### src/rtl/rf_writeback_arbiter.sv
// rtl/rf_writeback_arbiter.sv - round-robin writeback arbiter with register busy scoreboard
//
// Shares the single register-file write port between NUM_SRC writeback
// producers and tracks in-flight destination registers for hazard stalls.
//
// Ports:
//   clk, rst                 clock, synchronous active-high reset
//   src_valid/src_rd/src_data per-source writeback request, rd and data (packed)
//   src_ready                one-hot combinational grant
//   rf_we/rf_waddr/rf_wdata  registered register-file write port
//   iss_valid/iss_has_rd     issue-stage dispatch and "writes a register"
//   iss_rd/iss_rs1/iss_rs2   issue-stage register indices
//   iss_stall                combinational hazard stall
//   busy_vec                 scoreboard state (bit 0 always 0)

module rf_writeback_arbiter #(
    parameter int NUM_SRC = 3
) (
    input  logic                    clk,
    input  logic                    rst,
    input  logic [NUM_SRC-1:0]      src_valid,
    input  logic [5*NUM_SRC-1:0]    src_rd,
    input  logic [32*NUM_SRC-1:0]   src_data,
    output logic [NUM_SRC-1:0]      src_ready,
    output logic                    rf_we,
    output logic [4:0]              rf_waddr,
    output logic [31:0]             rf_wdata,
    input  logic                    iss_valid,
    input  logic                    iss_has_rd,
    input  logic [4:0]              iss_rd,
    input  logic [4:0]              iss_rs1,
    input  logic [4:0]              iss_rs2,
    output logic                    iss_stall,
    output logic [31:0]             busy_vec
);

    localparam int PTR_W = $clog2(NUM_SRC);

    logic [PTR_W-1:0] rr_ptr_q, rr_ptr_d;
    logic             rf_we_q, rf_we_d;
    logic [4:0]       rf_waddr_q, rf_waddr_d;
    logic [31:0]      rf_wdata_q, rf_wdata_d;
    logic [31:0]      busy_q, busy_d;

    logic             found;
    logic [PTR_W-1:0] grant_idx;
    logic [PTR_W:0]   idx;
    logic [4:0]       sel_rd;
    logic [31:0]      sel_data;
    logic             write_fire;
    logic             iss_set;

    // Round-robin search starting at rr_ptr; idx carries one extra bit so the
    // modulo wrap can be done by a single compare-and-subtract.
    always_comb begin
        found     = 1'b0;
        grant_idx = '0;
        idx       = '0;
        for (int k = 0; k < NUM_SRC; k++) begin
            idx = {1'b0, rr_ptr_q} + (PTR_W+1)'(k);
            if (idx >= (PTR_W+1)'(NUM_SRC)) begin
                idx = idx - (PTR_W+1)'(NUM_SRC);
            end
            if (!found && src_valid[idx[PTR_W-1:0]]) begin
                found     = 1'b1;
                grant_idx = idx[PTR_W-1:0];
            end
        end
    end

    always_comb begin
        src_ready = '0;
        if (found) begin
            src_ready[grant_idx] = 1'b1;
        end
    end

    assign sel_rd   = src_rd[int'(grant_idx)*5 +: 5];
    assign sel_data = src_data[int'(grant_idx)*32 +: 32];

    // A grant to x0 consumes the slot but never reaches the register file.
    assign write_fire = found && (sel_rd != 5'd0);

    assign iss_stall = busy_q[iss_rs1] | busy_q[iss_rs2] | (iss_has_rd & busy_q[iss_rd]);
    assign iss_set   = iss_valid & ~iss_stall & iss_has_rd & (iss_rd != 5'd0);

    always_comb begin
        rr_ptr_d   = rr_ptr_q;
        rf_we_d    = write_fire;
        rf_waddr_d = rf_waddr_q;
        rf_wdata_d = rf_wdata_q;
        busy_d     = busy_q;

        if (found) begin
            rr_ptr_d = (grant_idx == PTR_W'(NUM_SRC-1)) ? '0 : grant_idx + 1'b1;
        end
        if (write_fire) begin
            rf_waddr_d = sel_rd;
            rf_wdata_d = sel_data;
        end

        // Clear first so a same-edge set of the same register wins.
        if (rf_we_q) begin
            busy_d[rf_waddr_q] = 1'b0;
        end
        if (iss_set) begin
            busy_d[iss_rd] = 1'b1;
        end
        busy_d[0] = 1'b0;
    end

    always_ff @(posedge clk) begin
        if (rst) begin
            rr_ptr_q   <= '0;
            rf_we_q    <= 1'b0;
            rf_waddr_q <= '0;
            rf_wdata_q <= '0;
            busy_q     <= '0;
        end else begin
            rr_ptr_q   <= rr_ptr_d;
            rf_we_q    <= rf_we_d;
            rf_waddr_q <= rf_waddr_d;
            rf_wdata_q <= rf_wdata_d;
            busy_q     <= busy_d;
        end
    end

    assign rf_we    = rf_we_q;
    assign rf_waddr = rf_waddr_q;
    assign rf_wdata = rf_wdata_q;
    assign busy_vec = busy_q;

endmodule

### config.mk
export PLATFORM = sky130hd
export DESIGN_NAME = rf_writeback_arbiter
export DESIGN_NICKNAME = d
export VERILOG_FILES = /design/src/rtl/rf_writeback_arbiter.sv
export SDC_FILE = /design/constraint.sdc
export NUM_CORES = 1
export LEC_CHECK = 0
export ABC_CLOCK_PERIOD_IN_PS = 3600
export BUFFER_PORTS_ARGS = -buffer_cell sky130_fd_sc_hd__buf_2
export CELL_PAD_IN_SITES_DETAIL_PLACEMENT = 1
export CELL_PAD_IN_SITES_GLOBAL_PLACEMENT = 1
export CORE_MARGIN = 5
export CORE_UTILIZATION = 34
export CTS_CLUSTER_DIAMETER = 100
export DETAILED_ROUTE_END_ITERATION = 6
export GPL_TIMING_DRIVEN = 0
export PLACE_DENSITY = 0.81
export SLEW_MARGIN = 30
export SYNTH_ARGS = -nofsm -noshare
export SYNTH_HDL_FRONTEND = slang
export SYNTH_SLANG_ARGS = --single-unit
### constraint.sdc
create_clock -name clk -period 3.6 [get_ports clk]
set_clock_uncertainty 0.2 [all_clocks]
set_input_delay 0.54 -clock clk [delete_from_list [all_inputs] [get_ports clk]]
set_output_delay 0.54 -clock clk [all_outputs]
set_load 0.02 [all_outputs]
Word-level counts from Yosys, hierarchy flattened. Index checks and enable logic that the tools add are counted.

Register bits: 72. Bits in latches: 0. RAM bits: 0. Memory bits (read-only): 0. Input port bits: 133. Output and inout bits: 74. Memories: 0.

Add/sub/neg operators: 6. Multiply operators: 1. Divide/modulo/power cells: 0. Order comparisons: 14. Equal/unequal tests: 1. Shift operators: 2. Multiplexer cells: 31. Bitwise gates (word level): 10. Reduce and logical (&&, ||, !) cells: 10.

Operators by type and width (count): 96-bit by 8-bit indexed part select with 32-bit output (1); 32-bit 2-to-1 mux (2); 32-bit bitwise AND (1); 32-bit NOT (1); 32-bit bitwise OR (1); 5-bit by 6-bit less-than comparator with 1-bit output, second input constant (4); 1-bit binary-select mux with 5-bit select (3); 15-bit by 6-bit indexed part select with 5-bit output (1); 2-bit 2-to-1 mux (7); 2-bit by 3-bit less-than comparator with 1-bit output, second input constant (4); 1-bit 2-to-1 mux (12); 1-bit demux with 5-bit select (2); 5-bit by 1-bit >= comparator with 1-bit output, second input constant (2); 5-bit nonzero test (2); 1-bit binary-select mux with 2-bit select (3); 3-bit by 2-bit >= comparator with 1-bit output, second input constant (2); 1-bit logical AND (6); 2-bit subtractor, second input constant (3); 2-bit by 3-bit multiplier with 5-bit output, second input constant (1); 1-bit bitwise AND (4); 2-bit by 1-bit adder with 3-bit output, second input constant (1); 2-bit by 2-bit adder with 3-bit output, second input constant (1); 3-bit 2-to-1 mux (1); 2-bit by 1-bit adder with 2-bit output, second input constant (1); 7 further kinds (9).

Logic depth before layout (Yosys ltp). Gate-level depths: netlist of run 1.

Depth after elaboration: 16. Gate-level depth with buffers: 13. Mapped depth without buffers: 11.

Least setup slack after synthesis of run 1. Ideal clock, no wire load.

Path kind: input to register. Start: in iss_rs2[0]. End: reg busy_q[31] (netlist: busy_vec[31]). Setup time: 0.069 ns. Data arrival time: 2.783 ns. Path slack: 0.548 ns. Stages: 8. Path buffers: 2. Cell sequence: buf_2 > mux4_2 > mux4_2 > mux2i_1 > nand2_1 > or4_1 > clkbuf_1 > o21ai_1.

Word-level cells in the longest chain between the ends: 9.

RTL lines: start, declared (line 32) `input logic [4:0] iss_rs2,`; 1-bit binary-select mux with 5-bit select (line 84) `assign iss_stall = busy_q[iss_rs1] | busy_q[iss_rs2] | (iss_has_rd & busy_q[iss_rd]);`; 1-bit 2-to-1 mux (implied by the code) (line 84); 1-bit bitwise OR (2 in a row) (line 84); 1-bit NOT (line 85) `assign iss_set = iss_valid & ~iss_stall & iss_has_rd & (iss_rd != 5'd0);`; 1-bit bitwise AND (3 in a row) (line 85); 32-bit 2-to-1 mux (line 106) `if (iss_set) begin`; end signal, assigned (line 124) `busy_q <= busy_d;`; end, declared (line 43) `logic [31:0] busy_q, busy_d;`.

Every way passes these cells. The select of a mux whose other input is x is not followed. A chain may end at the register's enable or synchronous reset.

Worst setup path after layout of run 1.
Start: in iss_rd[0]. End: out iss_stall.

Word-level cells in the longest chain between the ends: 4.

RTL lines: start, declared (line 30) `input logic [4:0] iss_rd,`; 1-bit binary-select mux with 5-bit select (line 84); 1-bit 2-to-1 mux (implied by the code) (line 84); 1-bit bitwise AND (line 84); 1-bit bitwise OR (line 84); end, declared (line 33) `output logic iss_stall,`.

Every way passes these cells. The select of a mux whose other input is x is not followed.

==> results of run 1 <==
sequential cells by signal, indices dropped and copies added, names as in the netlist:
signal and cells:
rf_we 1, rf_wdata 32, rf_waddr 5, busy_vec 31, rr_ptr_q 2
worst min-delay path by stage:
| stage | cells after the start | endpoint | slack [ps] |
|---|---|---|---|
| global placement | 2 | rf_wdata[31]$_SDFFE_PP0P_ | 250 |
| floorplan | 2 | rr_ptr_q[1]$_SDFFE_PP0P_ | 310 |
| global route | 2 | rf_wdata[1]$_SDFFE_PP0P_ | 290 |
| CTS | 2 | rf_wdata[28]$_SDFFE_PP0P_ | 270 |
| finish | 2 | rf_wdata[16]$_SDFFE_PP0P_ | 260 |
| detailed placement | 2 | rf_wdata[28]$_SDFFE_PP0P_ | 260 |
per-layer routing:
| layer | GRT usage | routed length, um | vias up |
|---|---|---|---|
| li1 | - | - | 2442 |
| met1 | 0.253 | 7220 | 2513 |
| met2 | 0.408 | 9430 | 216 |
| met3 | 0.0525 | 1450 | 23 |
| met4 | 0.0858 | 306 | 0 |
| met5 | 0 | 0 | - |
placed cells by master, fill, tap and decap left out, types with 2 or more instances in the layout:
cell type and n:
nand2_1 81, mux4_2 24, clkbuf_1 32, nand3_1 44
o21ai_0 4, o221ai_2 3, and3_1 3, a21o_1 3
nand3b_1 3, or3_1 3, a21oi_1 39, mux2i_1 42
clkbuf_2 4, nor3b_1 4, o21ai_1 17, buf_4 5
dfxtp_1 71, a22o_1 4, nor2_1 18, nor2b_1 7
inv_1 5, and2_1 4, or2_2 6, o221ai_1 30
nor4_2 2, buf_2 209, ha_1 2, nor3_1 4
o21ai_2 2, o211ai_1 13, mux2_2 2, clkbuf_16 9
nand4_1 5, nand2b_1 4, nand4b_1 2, a32o_1 15
or4_1 2, clkinv_2 2
power by group:
group	internal, mW	switching (mW)
clock	0.530	0.328
sequential	0.971	0.132
combinational	0.995	1.73
total	2.50	2.19
critical path: cells and delay by family:
| family | cells | cell delay (ps) |
|---|---|---|
| multiplexers | 2 | 690 |
| AND/OR/NAND/NOR | 1 | 80 |
| AO/OA/AOI/OAI | 3 | 810 |
| buffers and inverters | 3 | 520 |
layout make-up:
type | instances | area share
multi-input cells | 405 | 0.488
flip-flops and latches | 71 | 0.230
repair buffers | 203 | 0.166
clock buffers | 11 | 0.0377
well taps | 176 | 0.0357
plain buffers | 46 | 0.0318
clock inverters | 4 | 0.00770
inverters | 5 | 0.00304
cells by family (layout without fill, tap and decap cells):
group / after synthesis / in the layout / synth area share
compound gates: 138 / 138 / 0.214
fa+ha+maj: 4 / 4 / 0.0109
buf+inv: 53 / 269 / 0.0468
flops: 71 / 71 / 0.309
mux: 69 / 69 / 0.217
other cells: 1 / 1 / 0.000816
simple gates: 193 / 193 / 0.202
timing repair:
item | CTS | global route
buffers inserted | 2 | 1
setup endpoints to repair | 36 | 36
gates cloned | 0 | 0
gates resized for setup | 7 | 7
pin swaps | 1 | 2
stage by stage:
stage	std cells	util	power, mW	instance area (um^2)
finish	921	0.466	4.69	6170
detailed placement	905	0.439	3.71	5820
global placement	905	0.439	3.63	5820
CTS	921	0.463	4.66	6130
global route	921	0.466	4.99	6170
floorplan	529	-	2.89	4590
==> flow_summary.yaml, run 1 <==
grt:
  grtUsageTotal: 0.224
  antenna_found_initial: 0
  grt_max_degree: 12
  grt_pass1_vias: 5580
  grt-ovfl-total: 0
  grt_pass1_wl_um: 28900
worst_setup_path:
  cp-start-kind: "primary input"
  reg2reg_from: "rr_ptr_q[0]$_SDFFE_PP0P_"
  path_common_cell: "buf_2"
  cp_cell_sequence: "buf_2 > buf_2 > mux4_2 > mux2i_1 > nor2_1 > a221oi_1 > o221ai_2 > a21o_1 > buf_2"
  max_stage_delay_ps: 540
  crit_fanout: 10
  cp_data_arrival_time_ps: 2650
  endpoint_kind: "output port"
  cp-startpoint: "iss_rd[0]"
  r2r-end: "rf_wdata[19]$_SDFFE_PP0P_"
  path_class: "primary input to output port"
  cp.required_ps: 2860
  cp_slowest_cell: "mux4_2"
  crit_end: "iss_stall"
  regToRegSetupSlack_ps: 230
  reg2reg_depth: 13
floorplanning:
  ios: 207
  die_area_um2: 15900
  core_area_um2: 13200
  die_w_um: 126
  row_count: 42
  die_h_um: 126
  start_util: 0.347
placed_design:
  portBuffers: 200
  gp_congestion: 0.934
  dp_slack_ps: -186
  dp_hpwl_um: 14800
synthesis:
  synth_cell_types: 45
  yosysTopAreaCellShare: 0.309
  syn_nets: 666
  yosys-top-cells-area: "dfxtp_1 31%, mux4_2 12%, mux2i_1 9.2%"
  syn_area_per_cell_um2: 8.69
  seq_area_frac_synth: 0.309
  synth-edff-count: 0
  async_flop_share: 0
  synthFlopType: "dfxtp_1"
  synth.cell_area_um2: 4590
  yosysTopAreaCell: "dfxtp_1"
  netlist_instances: 529
  yosysMostFrequentCell: "nand2_1"
  ys.warnings.count: 0
  synth_seq_cells: 71
  synth_top_cells_by_count: "81 x nand2_1, 71 x dfxtp_1, 44 x nand3_1"
drt:
  antenna_left: 0
  finalWirelength_um: 18400
  vias_per_cell: 5.64
  num_vias: 5194
  drc: 0
  drt-initial-drc-count: 307
  drtPass1Iterations: 5
  avgRoutedWirePerCell_um: 20.0
timing:
  drv_slew: 0
  fmax_ghz: 0.295
  relSlewSlack: 0.399
  fin_crit_ps: 3390
  period_share: 0.942
  tns_ps: 0
  fin_ws_ps: 210
  finalHoldWorstSlack_ps: 264
  rsz0062_at_grt: "no"
  setup_violations: 0
  tightest_slew_ps: 894
  report.final.hold_viol_count: 0
cts:
  cts.path.max_buffers: 2
  cts_buffers: 9
  clock_latency_ps: 330
  cts_tree: "done"
  cts_root_buf: "clkbuf_16"
  cts.clk_slew.worst_paths_ps: 50
  cts_hold_buf: 0
  h-tree-depth: 3
  clock-sinks: 71
finish:
  regArea_um2: 1420
  drive_gt1_frac: 0.366
  antenna_cells: 0
  synthToLayoutAreaGrowth_pct: 34.3
  multiInputGateArea_um2: 3010
  final_nets: 878
  fillerInstances: 1678
min_path:
  min_path_type: "flop to flop"
  hp-start: "rf_wdata[16]$_SDFFE_PP0P_"
power_and_ir_drop:
  powerDensity_nw_per_um2: 760
  power_leakage_nw: 2.80
  ir_drop_mv: 0.433
flow_run:
  cap_violations: 0
run_status:
  outcome: "finished clean"
Power figures use the tool's default switching activity.
==> inputs of run 2 (changes only) <==
--- a/config.mk
+++ b/config.mk
@@ -5,16 +5,16 @@
 export SDC_FILE = /design/constraint.sdc
 export NUM_CORES = 1
 export LEC_CHECK = 0
-export ABC_CLOCK_PERIOD_IN_PS = 3600
+export ABC_CLOCK_PERIOD_IN_PS = 4100
 export BUFFER_PORTS_ARGS = -buffer_cell sky130_fd_sc_hd__buf_2
 export CELL_PAD_IN_SITES_DETAIL_PLACEMENT = 1
 export CELL_PAD_IN_SITES_GLOBAL_PLACEMENT = 1
 export CORE_MARGIN = 5
-export CORE_UTILIZATION = 34
+export CORE_UTILIZATION = 37
 export CTS_CLUSTER_DIAMETER = 100
 export DETAILED_ROUTE_END_ITERATION = 6
 export GPL_TIMING_DRIVEN = 0
-export PLACE_DENSITY = 0.81
+export PLACE_DENSITY = 0.87
 export SLEW_MARGIN = 30
 export SYNTH_ARGS = -nofsm -noshare
 export SYNTH_HDL_FRONTEND = slang
==> constraint.sdc (replaced) <==
create_clock -name clk -period 4.1 [get_ports clk]
set_clock_uncertainty 0.2 [all_clocks]
set_input_delay 0.615 -clock clk [delete_from_list [all_inputs] [get_ports clk]]
set_output_delay 0.615 -clock clk [all_outputs]
set_load 0.02 [all_outputs]
==> run 2 against run 1 <==
Sequential cell count stayed put. Sequential share of layout area increased by 0.13 points. Combinational power down 15%. Final cell count fell by 0.87%. Via count is 1.1% higher. Worst setup slack better by 190 ps. Die area shrank 7.5%. Routed wire length increased by 3.0%. Hold slack got worse by 1.8 ps. Largest power group unchanged. Highest routed layer unchanged.
==> flow_summary.yaml, run 2 (synthesis gave the netlist of run 1 again) <==
timing:
  tightest_slew_ps: 897
  fin_crit_ps: 3700
  fin_ws_ps: 404
  fmax_ghz: 0.271
  rsz0062_at_grt: "no"
  finalHoldWorstSlack_ps: 262
  report.final.hold_viol_count: 0
  period_share: 0.901
  tns_ps: 0
  relSlewSlack: 0.401
  setup_violations: 0
  drv_slew: 0
placed_design:
  dp_hpwl_um: 15300
  dp_slack_ps: 270
  portBuffers: 200
  placed_area_um2: 5810
  place_inst: 897
  gp_congestion: 0.879
worst_setup_path:
  critPathBufInv: 4
  endpoint_kind: "flop"
  r2r-end: "rf_wdata[1]$_SDFFE_PP0P_"
  max_stage_delay_ps: 600
  regToRegSetupSlack_ps: 400
  path_class: "flop to flop"
  cp.required_ps: 4100
  critPathTopFamily: "compound AO/OA/AOI/OAI gates"
  reg2reg_depth: 13
  crit_fanout: 10
  cp_data_arrival_time_ps: 3700
  cp_cell_sequence: "inv_1 > ha_1 > clkbuf_1 > o21ai_1 > a21boi_1 > nor2b_1 > nor2_1 > buf_2 > o211ai_1 > o41a_1 > clkbuf_2 > o221ai_1 > a21oi_1"
  reg2reg_from: "rr_ptr_q[0]$_SDFFE_PP0P_"
  cp-startpoint: "rr_ptr_q[0]$_SDFFE_PP0P_"
  cp-start-kind: "flop"
  cp_slowest_cell: "o41a_1"
cts:
  clock-sinks: 71
  cts_tree: "done"
  clock_latency_ps: 330
  cts_buffers: 9
  cts.clk_slew.worst_paths_ps: 60
  cts_root_buf: "clkbuf_16"
  h-tree-depth: 3
  cts.path.max_buffers: 2
finish:
  largest_register_ffs: 32
  synthToLayoutAreaGrowth_pct: 33.6
  final_nets: 877
  final_util: 0.507
  final_common_cell: "buf_2"
  drive_gt1_frac: 0.353
  fin_area_um2: 6140
  instances_no_fill: 913
  most-common-layout-cells: "210 x buf_2, 81 x nand2_1, 71 x dfxtp_1, 44 x nand3_1, 42 x mux2i_1"
  fillerInstances: 1541
floorplanning:
  ios: 207
  die_w_um: 121
  row_count: 40
  core_area_um2: 12100
  start_util: 0.379
  die_h_um: 121
  die_area_um2: 14700
power_and_ir_drop:
  seqPwrFrac: 0.235
  p_sw_mw: 1.91
  power_leakage_nw: 2.80
  netSwitchingFraction: 0.465
  powerDensity_nw_per_um2: 672
  ir_drop_mv: 0.318
  p_clk_frac: 0.203
  power_frac_comb: 0.562
  power_mw: 4.12
  internal-power_mw: 2.21
grt:
  grt_pass1_vias: 5843
  antenna_found_initial: 1
  grt-ovfl-total: 0
  grt_max_degree: 12
  grtUsageTotal: 0.257
  grt_pass1_wl_um: 30300
min_path:
  hp-start: "rf_wdata[30]$_SDFFE_PP0P_"
  min_path_type: "flop to flop"
  hold_depth: 2
  min_to: "rf_wdata[30]$_SDFFE_PP0P_"
drt:
  met2_length_um: 9820
  num_vias: 5252
  vias_per_cell: 5.75
  antenna_left: 0
  drtPass1Iterations: 4
  dr_wl_met3_um: 1370
  avgRoutedWirePerCell_um: 20.8
  finalWirelength_um: 19000
  drc: 0
  top_layer: "met4"
  drt-initial-drc-count: 262
  routedLengthMet1_um: 7250
flow_run:
  cap_violations: 0
run_status:
  outcome: "finished clean"
-- run 2: worst min-delay path, delay by kind of cell, from the launching register on --
kind	cells	cell delay [ps]
AOI/OAI and AO/OA	1	50
DFF	1	300
and+or+nand+nor	1	60
-- run 2: layer usage --
layer	track usage	vias up
met4	0.0994	0
met1	0.284	2549
met2	0.476	226
met5	0	-
met3	0.0545	38
li1	-	2439
-- run 2: how the worst max path moves through the flow --
stage          slack [ps]                         to  cells after the start
3_5_place_dp          270  rf_wdata[26]$_SDFFE_PP0P_                     13
3_3_place_gp          430  rf_wdata[27]$_SDFFE_PP0P_                     13
5_1_grt                40  rf_wdata[19]$_SDFFE_PP0P_                     13
2_1_floorplan         970    busy_vec[31]$_SDFF_PP0_                      8
4_1_cts               250  rf_wdata[26]$_SDFFE_PP0P_                     13
6_report              400   rf_wdata[1]$_SDFFE_PP0P_                     13
-- run 2: timing repair --
item	in CTS	in global routing
hold buffers	0	0
resized for setup	0	7
hold endpoints to repair	0	0
setup endpoints to repair	0	30
buffers inserted	0	0
-- run 2: area by class of cell --
cell class,instances,area (um^2),share of cell area
Multi-Input combinational cell,405,2970,0.484
Sequential cell,71,1420,0.232
Timing Repair Buffer,200,1000,0.163
Clock buffer,11,243,0.0396
Tap cell,168,210,0.0343
Buffer,48,200,0.0326
Clock inverter,4,70.1,0.0114
Inverter,5,18.8,0.00306
Antenna cell,1,2.50,0.000408
-- run 2: power by group through the flow --
stage	logic (mW)	clock network (mW)	registers, mW
after floorplan	1.40	0	1.13
after global placement	2.21	0	0.969
after detailed placement	2.28	0	0.975
after CTS	2.30	0.840	0.967
after global routing	2.54	0.866	0.986
final	2.32	0.835	0.969
==> inputs of run 3 (changes only) <==
--- a/config.mk
+++ b/config.mk
@@ -9,7 +9,7 @@
 export BUFFER_PORTS_ARGS = -buffer_cell sky130_fd_sc_hd__buf_2
 export CELL_PAD_IN_SITES_DETAIL_PLACEMENT = 1
 export CELL_PAD_IN_SITES_GLOBAL_PLACEMENT = 1
-export CORE_MARGIN = 5
+export CORE_MARGIN = 2
 export CORE_UTILIZATION = 37
 export CTS_CLUSTER_DIAMETER = 100
 export DETAILED_ROUTE_END_ITERATION = 6
==> run 3 against run 2 <==
Hold slack improved by 7.9 ps. Combinational power is 2% lower. Largest power group unchanged. Utilization up 0.055 points. Non-clock buffer count unchanged. First-iteration DRC count up 13%. Sequential cell count is the same.
==> flow_summary.yaml, run 3 (synthesis gave the netlist of run 1 again) <==
flow_run:
  cap_violations: 0
power_and_ir_drop:
  power_frac_comb: 0.563
  power_leakage_nw: 2.78
  internal-power_mw: 2.17
  ir_drop_mv: 0.404
  powerDensity_nw_per_um2: 663
  netSwitchingFraction: 0.465
  p_clk_frac: 0.199
  p_sw_mw: 1.89
  seqPwrFrac: 0.238
cts:
  cts.path.max_buffers: 2
  cts.clk_slew.worst_paths_ps: 60
  clock_latency_ps: 330
  cts_root_buf: "clkbuf_16"
  cts_hold_buf: 0
  cts_tree: "done"
  h-tree-depth: 3
  ctsResizeCount: 0
  cts_buffers: 9
  clock-sinks: 71
  post_cts_buffers: 0
timing:
  fin_crit_ps: 3860
  drv_slew: 0
  tns_ps: 0
  rsz0062_at_grt: "yes"
  relSlewSlack: 0.405
  setup_violations: 0
  report.final.hold_viol_count: 0
  period_share: 0.943
  fin_ws_ps: 235
  fmax_ghz: 0.259
  tightest_slew_ps: 885
  finalHoldWorstSlack_ps: 270
finish:
  final_nets: 877
  final_common_cell: "buf_2"
  largest_register_ffs: 32
  final_util: 0.507
  drive_gt1_frac: 0.349
  synthToLayoutAreaGrowth_pct: 33.1
  antenna_cells: 0
  most-common-layout-cells: "210 x buf_2, 81 x nand2_1, 71 x dfxtp_1, 44 x nand3_1, 42 x mux2i_1"
grt:
  antenna_found_initial: 0
  grt_max_degree: 12
  grtUsageTotal: 0.268
  grt-ovfl-total: 0
  grt_pass1_vias: 5612
  grt_pass1_wl_um: 28100
worst_setup_path:
  critPathBufInv: 4
  endpoint_kind: "flop"
  cp-start-kind: "flop"
  cp_slowest_cell: "o41ai_2"
  path_class: "flop to flop"
  crit_fanout: 10
  max_stage_delay_ps: 810
  cp_cell_sequence: "inv_1 > ha_1 > clkbuf_1 > o21ai_1 > a21boi_1 > nor2b_1 > nor2_1 > buf_2 > o211ai_1 > o41ai_2 > buf_2 > nand3_1 > a21oi_1"
  critPathTopFamily: "compound AO/OA/AOI/OAI gates"
  path_common_cell: "buf_2"
  cp.required_ps: 4160
  cp_data_arrival_time_ps: 3920
drt:
  num_vias: 5250
  avgRoutedWirePerCell_um: 19.8
  vias_per_cell: 5.75
  drtPass1Iterations: 5
  drc: 0
  antenna_left: 0
  drt-initial-drc-count: 296
  finalWirelength_um: 18100
floorplanning:
  row_count: 40
  start_util: 0.381
  die_w_um: 115
  ios: 207
  die_area_um2: 13300
  die_h_um: 115
  core_area_um2: 12100
placed_design:
  dp_hpwl_um: 14500
  portBuffers: 200
  dp_slack_ps: 331
  gp_congestion: 0.895
min_path:
  min_path_type: "flop to flop"
run_status:
  outcome: "finished clean"
==> run 3: per-layer routing <==
metal / vias to the layer above / share of wire / global-route usage
li1: 2436 / - / -
met1: 2557 / 0.38 / 0.290
met2: 223 / 0.53 / 0.506
met3: 34 / 0.065 / 0.0560
met4: 0 / 0.025 / 0.110
met5: - / 0 / 0
==> run 3: power groups by stage <==
| stage | logic, mW | registers (mW) | clock network, mW |
|---|---|---|---|
| 2_1_floorplan | 1.40 | 1.13 | 0 |
| 3_3_place_gp | 2.21 | 0.965 | 0 |
| 3_5_place_dp | 2.27 | 0.975 | 0 |
| 4_1_cts | 2.29 | 0.966 | 0.817 |
| 5_1_grt | 2.49 | 0.986 | 0.847 |
| 6_report | 2.28 | 0.966 | 0.809 |
==> run 3: through the flow <==
step                      power, mW  std cells  instance area (um^2)
after floorplan                2.53        529                  4590
after global placement         3.17        897                  5810
after detailed placement       3.25        897                  5810
after CTS                      4.07        913                  6120
after global routing           4.32        913                  6120
final                          4.06        913                  6120
==> run 3: worst reg2reg max path, cell delays in order, from the launching register on <==
cell	delay, ps
dfxtp_1	390
inv_1	80
ha_1	270
clkbuf_1	280
o21ai_1	120
a21boi_1	180
nor2b_1	90
nor2_1	140
buf_2	310
o211ai_1	210
o41ai_2	810
buf_2	370
nand3_1	140
a21oi_1	180
==> run 3: cell type report <==
cell class / count / area [um^2]
Inverter: 5 / 18.8
Clock inverter: 2 / 37.5
Fill cell: 1505 / 5940
Tap cell: 168 / 210
Multi-Input combinational cell: 405 / 2960
Clock buffer: 14 / 274
Sequential cell: 71 / 1420
Timing Repair Buffer: 200 / 1000
Buffer: 48 / 196
==> run 3: final timing paths <==
path | slack [ps] | start | depth (start not counted) | endpoint
worst max-delay path | 240 | rr_ptr_q[0]$_SDFFE_PP0P_ | 13 | rf_wdata[24]$_SDFFE_PP0P_
worst min-delay path | 270 | rf_wdata[19]$_SDFFE_PP0P_ | 2 | rf_wdata[19]$_SDFFE_PP0P_
worst max register to register | 240 | rr_ptr_q[0]$_SDFFE_PP0P_ | 13 | rf_wdata[24]$_SDFFE_PP0P_
worst min register to register | 270 | rf_wdata[19]$_SDFFE_PP0P_ | 2 | rf_wdata[19]$_SDFFE_PP0P_
